==> src/rtl/sw_pkg.sv <==
// Shared types and constants for the stopwatch timekeeping core.
package sw_pkg;

  typedef enum logic [1:0] {
    IDLE  = 2'd0,
    RUN   = 2'd1,
    PAUSE = 2'd2
  } sw_state_t;

  localparam logic [3:0]  SEC_TENS_MAX = 4'd5;
  localparam logic [3:0]  MIN_TENS_MAX = 4'd5;
  localparam logic [3:0]  UNITS_MAX    = 4'd9;
  localparam logic [15:0] BCD_ZERO     = 16'h0000;

endpackage

==> src/rtl/sw_time_core_if.sv <==
// Control pulses and display-side outputs of the stopwatch core.
interface sw_time_core_if;

  logic        start_stop;
  logic        lap;
  logic        clear;
  logic [15:0] live;
  logic [15:0] lap_val;
  logic        lap_sel;
  logic        running;
  logic        wrap;

  modport master (
    output start_stop, lap, clear,
    input  live, lap_val, lap_sel, running, wrap
  );

  modport slave (
    input  start_stop, lap, clear,
    output live, lap_val, lap_sel, running, wrap
  );

endinterface

==> src/rtl/sw_time_core_bcd_digit.sv <==
// One BCD digit counting 0..MAX; carry fires on the increment that rolls it over.
module bcd_digit #(
  parameter logic [3:0] MAX = 4'd9
) (
  input  logic       clk,
  input  logic       rst,
  input  logic       clr,
  input  logic       inc,
  output logic [3:0] q,
  output logic       carry
);

  assign carry = inc && (q == MAX);

  always_ff @(posedge clk) begin
    if (rst || clr) begin
      q <= 4'd0;
    end else if (inc) begin
      q <= carry ? 4'd0 : q + 4'd1;
    end else begin
      q <= q;
    end
  end

endmodule

==> src/rtl/sw_time_core.sv <==
// Stopwatch core: tick prescaler, MM:SS BCD counter and lap capture.
// Lap capture is built only when SW_LAP_EN is defined.
module sw_time_core
  import sw_pkg::*;
#(
  parameter int TICK_DIV = 50_000_000
) (
  input  logic               clk,
  input  logic               rst,
  sw_time_core_if.slave      bus
);

  localparam int PW = (TICK_DIV > 2) ? $clog2(TICK_DIV) : 1;
  localparam logic [PW-1:0] PRESC_LAST = PW'(TICK_DIV - 1);

  sw_state_t     state;
  logic [PW-1:0] presc;
  logic          running;
  logic          wrap;
  logic          tick;
  logic          digit_clr;
  logic [3:0]    su, st, mu, mt;
  logic          c_su, c_st, c_mu, c_mt;
  logic [15:0]   live;

  assign tick      = (presc == PRESC_LAST) && (state == RUN);
  assign digit_clr = (state == PAUSE) && bus.clear;
  assign live      = {mt, mu, st, su};

  // Run/pause/idle control and prescaler; the pause edge still counts as a RUN cycle.
  always_ff @(posedge clk) begin
    if (rst) begin
      state   <= IDLE;
      running <= 1'b0;
      presc   <= {PW{1'b0}};
    end else begin
      case (state)
        IDLE: begin
          if (bus.start_stop) begin
            state   <= RUN;
            running <= 1'b1;
            presc   <= {PW{1'b0}};
          end else begin
            state   <= IDLE;
            running <= 1'b0;
            presc   <= {PW{1'b0}};
          end
        end
        RUN: begin
          presc <= tick ? {PW{1'b0}} : presc + PW'(1);
          if (bus.start_stop) begin
            state   <= PAUSE;
            running <= 1'b0;
          end else begin
            state   <= RUN;
            running <= 1'b1;
          end
        end
        PAUSE: begin
          if (bus.clear) begin
            state   <= IDLE;
            running <= 1'b0;
            presc   <= {PW{1'b0}};
          end else if (bus.start_stop) begin
            state   <= RUN;
            running <= 1'b1;
          end else begin
            state   <= PAUSE;
            running <= 1'b0;
          end
        end
        default: begin
          state   <= IDLE;
          running <= 1'b0;
          presc   <= {PW{1'b0}};
        end
      endcase
    end
  end

  bcd_digit #(.MAX(UNITS_MAX)) u_sec_units (
    .clk(clk), .rst(rst), .clr(digit_clr), .inc(tick), .q(su), .carry(c_su)
  );
  bcd_digit #(.MAX(SEC_TENS_MAX)) u_sec_tens (
    .clk(clk), .rst(rst), .clr(digit_clr), .inc(c_su), .q(st), .carry(c_st)
  );
  bcd_digit #(.MAX(UNITS_MAX)) u_min_units (
    .clk(clk), .rst(rst), .clr(digit_clr), .inc(c_st), .q(mu), .carry(c_mu)
  );
  bcd_digit #(.MAX(MIN_TENS_MAX)) u_min_tens (
    .clk(clk), .rst(rst), .clr(digit_clr), .inc(c_mu), .q(mt), .carry(c_mt)
  );

  // Carry out of the top digit marks the 59:59 -> 00:00 rollover.
  always_ff @(posedge clk) begin
    if (rst) begin
      wrap <= 1'b0;
    end else begin
      wrap <= c_mt;
    end
  end

`ifdef SW_LAP_EN
  logic [15:0] lap_val;
  logic        lap_sel;

  // start_stop outranks lap, so a coincident lap is dropped.
  always_ff @(posedge clk) begin
    if (rst) begin
      lap_val <= BCD_ZERO;
      lap_sel <= 1'b0;
    end else if ((state == PAUSE) && bus.clear) begin
      lap_val <= BCD_ZERO;
      lap_sel <= 1'b0;
    end else if (bus.start_stop) begin
      lap_val <= lap_val;
      lap_sel <= lap_sel;
    end else if (bus.lap && lap_sel && (state != IDLE)) begin
      lap_val <= lap_val;
      lap_sel <= 1'b0;
    end else if (bus.lap && !lap_sel && (state == RUN)) begin
      lap_val <= live;
      lap_sel <= 1'b1;
    end else begin
      lap_val <= lap_val;
      lap_sel <= lap_sel;
    end
  end

  assign bus.lap_val = lap_val;
  assign bus.lap_sel = lap_sel;
`else
  logic unused_lap;
  assign unused_lap  = bus.lap;
  assign bus.lap_val = BCD_ZERO;
  assign bus.lap_sel = 1'b0;
`endif

  assign bus.live    = live;
  assign bus.running = running;
  assign bus.wrap    = wrap;

endmodule

==> src/flat_wrapper.sv <==
// flat-port wrapper written by rule: the top's interface ports become plain ports
module sw_time_core_flat import sw_pkg::*;
#(
  parameter int TICK_DIV = 50_000_000
)
  (clk, rst, bus_start_stop, bus_lap, bus_clear, bus_live, bus_lap_val, bus_lap_sel, bus_running, bus_wrap);
  sw_time_core_if bus_i ();
  input  logic clk;
  input  logic rst;
  input wire logic [$bits(bus_i.start_stop)-1:0] bus_start_stop;
  input wire logic [$bits(bus_i.lap)-1:0] bus_lap;
  input wire logic [$bits(bus_i.clear)-1:0] bus_clear;
  output wire logic [$bits(bus_i.live)-1:0] bus_live;
  output wire logic [$bits(bus_i.lap_val)-1:0] bus_lap_val;
  output wire logic [$bits(bus_i.lap_sel)-1:0] bus_lap_sel;
  output wire logic [$bits(bus_i.running)-1:0] bus_running;
  output wire logic [$bits(bus_i.wrap)-1:0] bus_wrap;
  assign bus_i.start_stop = bus_start_stop;
  assign bus_i.lap = bus_lap;
  assign bus_i.clear = bus_clear;
  assign bus_live = bus_i.live;
  assign bus_lap_val = bus_i.lap_val;
  assign bus_lap_sel = bus_i.lap_sel;
  assign bus_running = bus_i.running;
  assign bus_wrap = bus_i.wrap;
  sw_time_core #(.TICK_DIV(TICK_DIV)) u_core (.clk(clk), .rst(rst), .bus(bus_i));
endmodule
==> config.mk <==
export PLATFORM = sky130hd
export DESIGN_NAME = sw_time_core_flat
export DESIGN_NICKNAME = d
export VERILOG_FILES = /design/src/rtl/sw_pkg.sv /design/src/rtl/sw_time_core_if.sv /design/src/rtl/sw_time_core_bcd_digit.sv /design/src/rtl/sw_time_core.sv /design/src/flat_wrapper.sv
export SDC_FILE = /design/constraint.sdc
export NUM_CORES = 1
export LEC_CHECK = 0
export CORE_MARGIN = 10
export CORE_UTILIZATION = 48
export CTS_CLUSTER_DIAMETER = 60
export DETAILED_ROUTE_END_ITERATION = 8
export PLACE_DENSITY = 0.76
export SLEW_MARGIN = 20
export SYNTH_ARGS = -nofsm -noshare
export SYNTH_HDL_FRONTEND = slang
export SYNTH_SLANG_ARGS = --single-unit
==> constraint.sdc <==
create_clock -name clk -period 2.3 [get_ports clk]
set_clock_uncertainty 0.2 [all_clocks]
set_input_delay 0.46 -clock clk [delete_from_list [all_inputs] [get_ports clk]]
set_output_delay 0.46 -clock clk [all_outputs]
set_load 0.02 [all_outputs]
==> metrics.md <==
| Metric | Value |
|---|---|
| Top achievable clock speed | 0.438 GHz |
| Grt total ovfl | 0 |
| Wire length of the first global-routing pass | 10500 um |
| Total wire length | between 6000 and 7000 um |
| Flops & latches, synth | 45 |
| Post-synthesis sequential area ratio | between 30% and 40% |
| P&R area growth vs syn | 29.7% |
| Minimum clock period | 2.28 ns |
| Slew of the pin with the lowest slew margin | 0.594 ns |
| Starting density of the core | 48.9% |
| Final Wtd Congestion | 0.821 |
| Cell type with the highest aggregate area in the netlist | sky130_fd_sc_hd__dfxtp_1 |
| Worst slew slack as a fraction of its limit | 60.0% |
| CTS tree | built |
| Fraction of final layout cells sized beyond drive strength 1 | approximately 22% |
| Post-DRT Antenna Nets | 0 |
| Hold Crit Class | reg -> reg |
| Detailed placer's ending HPWL | 4780 um |
| Worst Hold Path EP | u_core.u_sec_units.q[0] |
| Antenna cells | 0 |
| Area of combinational cells with multiple inputs | 0.00149 mm2 |
| RSZ-0062 raised after global routing | yes |
| Setup slack after placement | -0.155 ns |
| Reg area | 907 um2 |
| Most used DFF post-synth | sky130_fd_sc_hd__dfxtp_1 |
| Pwr/cell area | 428 mW/mm2 |
| CTS Root Cell | sky130_fd_sc_hd__clkbuf_8 |
| Main area contributors after synthesis | sky130_fd_sc_hd__dfxtp_1, sky130_fd_sc_hd__nor2_1, sky130_fd_sc_hd__buf_4, sky130_fd_sc_hd__ha_1, sky130_fd_sc_hd__nand2_1 |
| Post-place instance area | about 0.0031 mm2 |
| Critical Path Source | u_core.presc[24] |
| FILL cells | 478 |
| Largest net degree at the start of global routing | 18 |
| Total negative setup slack | 0 ns |
| Number of setup violations in the final report | 0 |
| Post-route cell area | 0.00322 mm2 |
| I/O pin count | 40 |
| Number of nets in the layout | 389 |
| Mean routed wirelength per cell | 14.0 um |
| Final design utilization | 63.5% |
| R2R depth | 6 |
| Worst Hold Slack | 0.306 ns |
| Per-cell via count in the routed design | 5.24 |
| Post-route setup slack | 0.0164 ns |
| Max H-tree Level | 2 |
| Maximum net fanout on the critical path | 4 |
| Remaining design rule violation count | 0 |
| Cell area after synthesis | 0.00248 mm2 |
| Worst-case register-to-register setup slack | 0.02 ns |
| Number of enable flip-flop cells after synthesis | 0 |
| Classification of the worst setup path | reg -> reg |
| Syn. warnings | 0 |
| Post-Synthesis Mean Instance Area | 8.22 um2 |
| Most common cell after layout, fill and taps aside | sky130_fd_sc_hd__buf_4 |
| Critical register-to-register path endpoint | u_core.u_sec_tens.q[3] |
| Count of hold buffers inserted by post-cts repair | 0 |
| Clock Latency Late Sink | 0.30 ns |
| Length of the first detailed-routing pass in iterations | 4 |
| Worst hold path stage count | 2 |
| Share of flip-flops with an asynchronous set or reset after synthesis | 0% |
| Startpoint of the most critical register-to-register path | u_core.presc[24] |
| Peak supply drop | 0.391 mV |
| Area of the die | 0.00845 mm2 |
| Die boundary height | 91.9 um |
| Data arrival at the endpoint of the critical path | 2.32 ns |
| Port Buffers | 21 |
| Number of endpoints with negative hold slack in the final report | 0 |
| Number of buffers on the longest clock path | 2 |
| Data required, critical path | ~2.3 ns |
| Sort of element at the start of the critical path | flip-flop |
| Vias in the first global route | 2312 |
| Run status | finished clean |
| Cell leakage power | about 1.2 nW |
| Reg clk slew, reported paths | 0.08 ns |
| Kind of end point of the critical path | flip-flop |
| Width of the chip | 91.9 um |
| Post-synthesis cell count | 302 |
| GRT Resource Usage Total | about 15% |
| Unique masters post-synth | 46 |
| Number of violations reported at the end of detailed-routing iteration 0 | roughly 140 |
| Inserted Clock Buffers | 5 |
| CTS sink cnt | 45 |
| Routed vias | 2333 |
| Core area | about 0.0051 mm2 |
| Cell row count | 26 |
| Max-slew violation count | 0 |
| Share of the clock period used by the worst path | between 90% and 100% |
| Max cap viols | 0 |
| Fraction of post-synthesis cell area in the top cell type by area | around 36% |
| Number of antenna violations at the first check in global routing | 0 |
| Critical hold path startpoint | u_core.u_sec_units.q[0] |
| Top library cells by usage in the layout, fill and taps aside | sky130_fd_sc_hd__buf_4, sky130_fd_sc_hd__dfxtp_1, sky130_fd_sc_hd__nor2_1 |
## synthesized netlist by cell type, types with 2 or more instances
| master | instances |
|---|---|
| sky130_fd_sc_hd__dfxtp_1 | 45 |
| sky130_fd_sc_hd__nor2_1 | 35 |
| sky130_fd_sc_hd__nand2_1 | 27 |
| sky130_fd_sc_hd__a21oi_1 | 20 |
| sky130_fd_sc_hd__buf_4 | 17 |
| sky130_fd_sc_hd__nand3_1 | 14 |
| sky130_fd_sc_hd__o21ai_0 | 13 |
| sky130_fd_sc_hd__inv_1 | 10 |
| sky130_fd_sc_hd__ha_1 | 9 |
| sky130_fd_sc_hd__nor4_1 | 9 |
| sky130_fd_sc_hd__xnor2_1 | 9 |
| sky130_fd_sc_hd__nand4_1 | 8 |
| sky130_fd_sc_hd__nor3_1 | 8 |
| sky130_fd_sc_hd__or4_1 | 8 |
| sky130_fd_sc_hd__clkbuf_1 | 7 |
| sky130_fd_sc_hd__xor2_1 | 7 |
| sky130_fd_sc_hd__a31oi_1 | 6 |
| sky130_fd_sc_hd__and3_1 | 6 |
| sky130_fd_sc_hd__or3_1 | 6 |
| sky130_fd_sc_hd__and4_1 | 3 |
| sky130_fd_sc_hd__mux2i_1 | 3 |
| sky130_fd_sc_hd__a221o_1 | 2 |
| sky130_fd_sc_hd__and3b_1 | 2 |
| sky130_fd_sc_hd__and4bb_1 | 2 |
| sky130_fd_sc_hd__mux2_2 | 2 |
| sky130_fd_sc_hd__nand2b_1 | 2 |
| sky130_fd_sc_hd__nand3b_1 | 2 |
| sky130_fd_sc_hd__nor2b_1 | 2 |
## layer usage
layer	track usage, %	vias to the layer above	routed length [um]
li1	-	1194	-
met1	16.9	1094	2760
met2	25.4	38	3110
met3	5.62	7	295
met4	5.14	0	87
met5	0	-	0
## flip-flops by register name, summed over array words and instances, names as in the netlist
register	cells
u_core.bus.wrap	1
u_core.presc	26
u_core.state	2
u_core.u_min_tens.q	4
u_core.u_min_units.q	4
u_core.u_sec_tens.q	4
u_core.u_sec_units.q	4
## report_power, final
group	total (mW)	internal, mW	switching [mW]
Clock	0.503	0.239	0.264
Combinational	0.0909	0.0279	0.0629
Sequential	0.785	0.781	0.00388
## metrics by stage
| stage | instances | total power [mW] |
|---|---|---|
| after CTS | 444 | 1.39 |
| after global placement | 437 | 0.891 |
| after detailed placement | 437 | 0.892 |
| final | 445 | 1.38 |
| after floorplan | 318 | 0.883 |
| after global routing | 445 | 1.43 |
## repair_timing
| item | CTS | global route |
|---|---|---|
| resized for setup | 3 | 8 |
| endpoints found under the setup margin | 15 | 12 |
| pin swaps | 0 | 2 |
| setup buffers | 0 | 1 |
## worst max path at each step
stage,endpoint,slack (ns),cells past startpoint
2_1_floorplan,u_core.u_sec_tens.q[3],-0.002,8
3_3_place_gp,u_core.presc[17],-0.15,5
3_5_place_dp,u_core.presc[2],-0.15,5
4_1_cts,u_core.u_sec_units.q[2],0.006,5
5_1_grt,u_core.u_min_units.q[3],-0.06,6
6_report,u_core.u_sec_tens.q[3],0.02,6
## logic make-up after synthesis
kind of cell	after synthesis	synth area share, %
other	1	0.151
AO/OA/AOI/OAI	49	11.7
buffers and inverters	35	7.91
multiplexers	5	2.12
adder cells (fa/ha/maj)	9	4.53
XOR/XNOR	16	5.64
AND/OR/NAND/NOR	142	31.6
flip-flops	45	36.3
## area by class of cell
type / instances / share of cell area [%]
tap: 70 / 2.72
clock buffer: 7 / 2.68
inverter: 10 / 1.17
multi-input combinational: 238 / 46.2
sequential: 45 / 28.2
timing repair buffer: 75 / 19.1
## worst max-delay path, cell delays in order (launching register included)
cell and delay [ns]:
sky130_fd_sc_hd__dfxtp_2 0.36, sky130_fd_sc_hd__nor4_4 0.35, sky130_fd_sc_hd__buf_4 0.17, sky130_fd_sc_hd__nand3_1 0.07, sky130_fd_sc_hd__or4_4 0.43, sky130_fd_sc_hd__or4_1 0.48, sky130_fd_sc_hd__a21oi_1 0.15
Power figures use the tool's default switching activity.
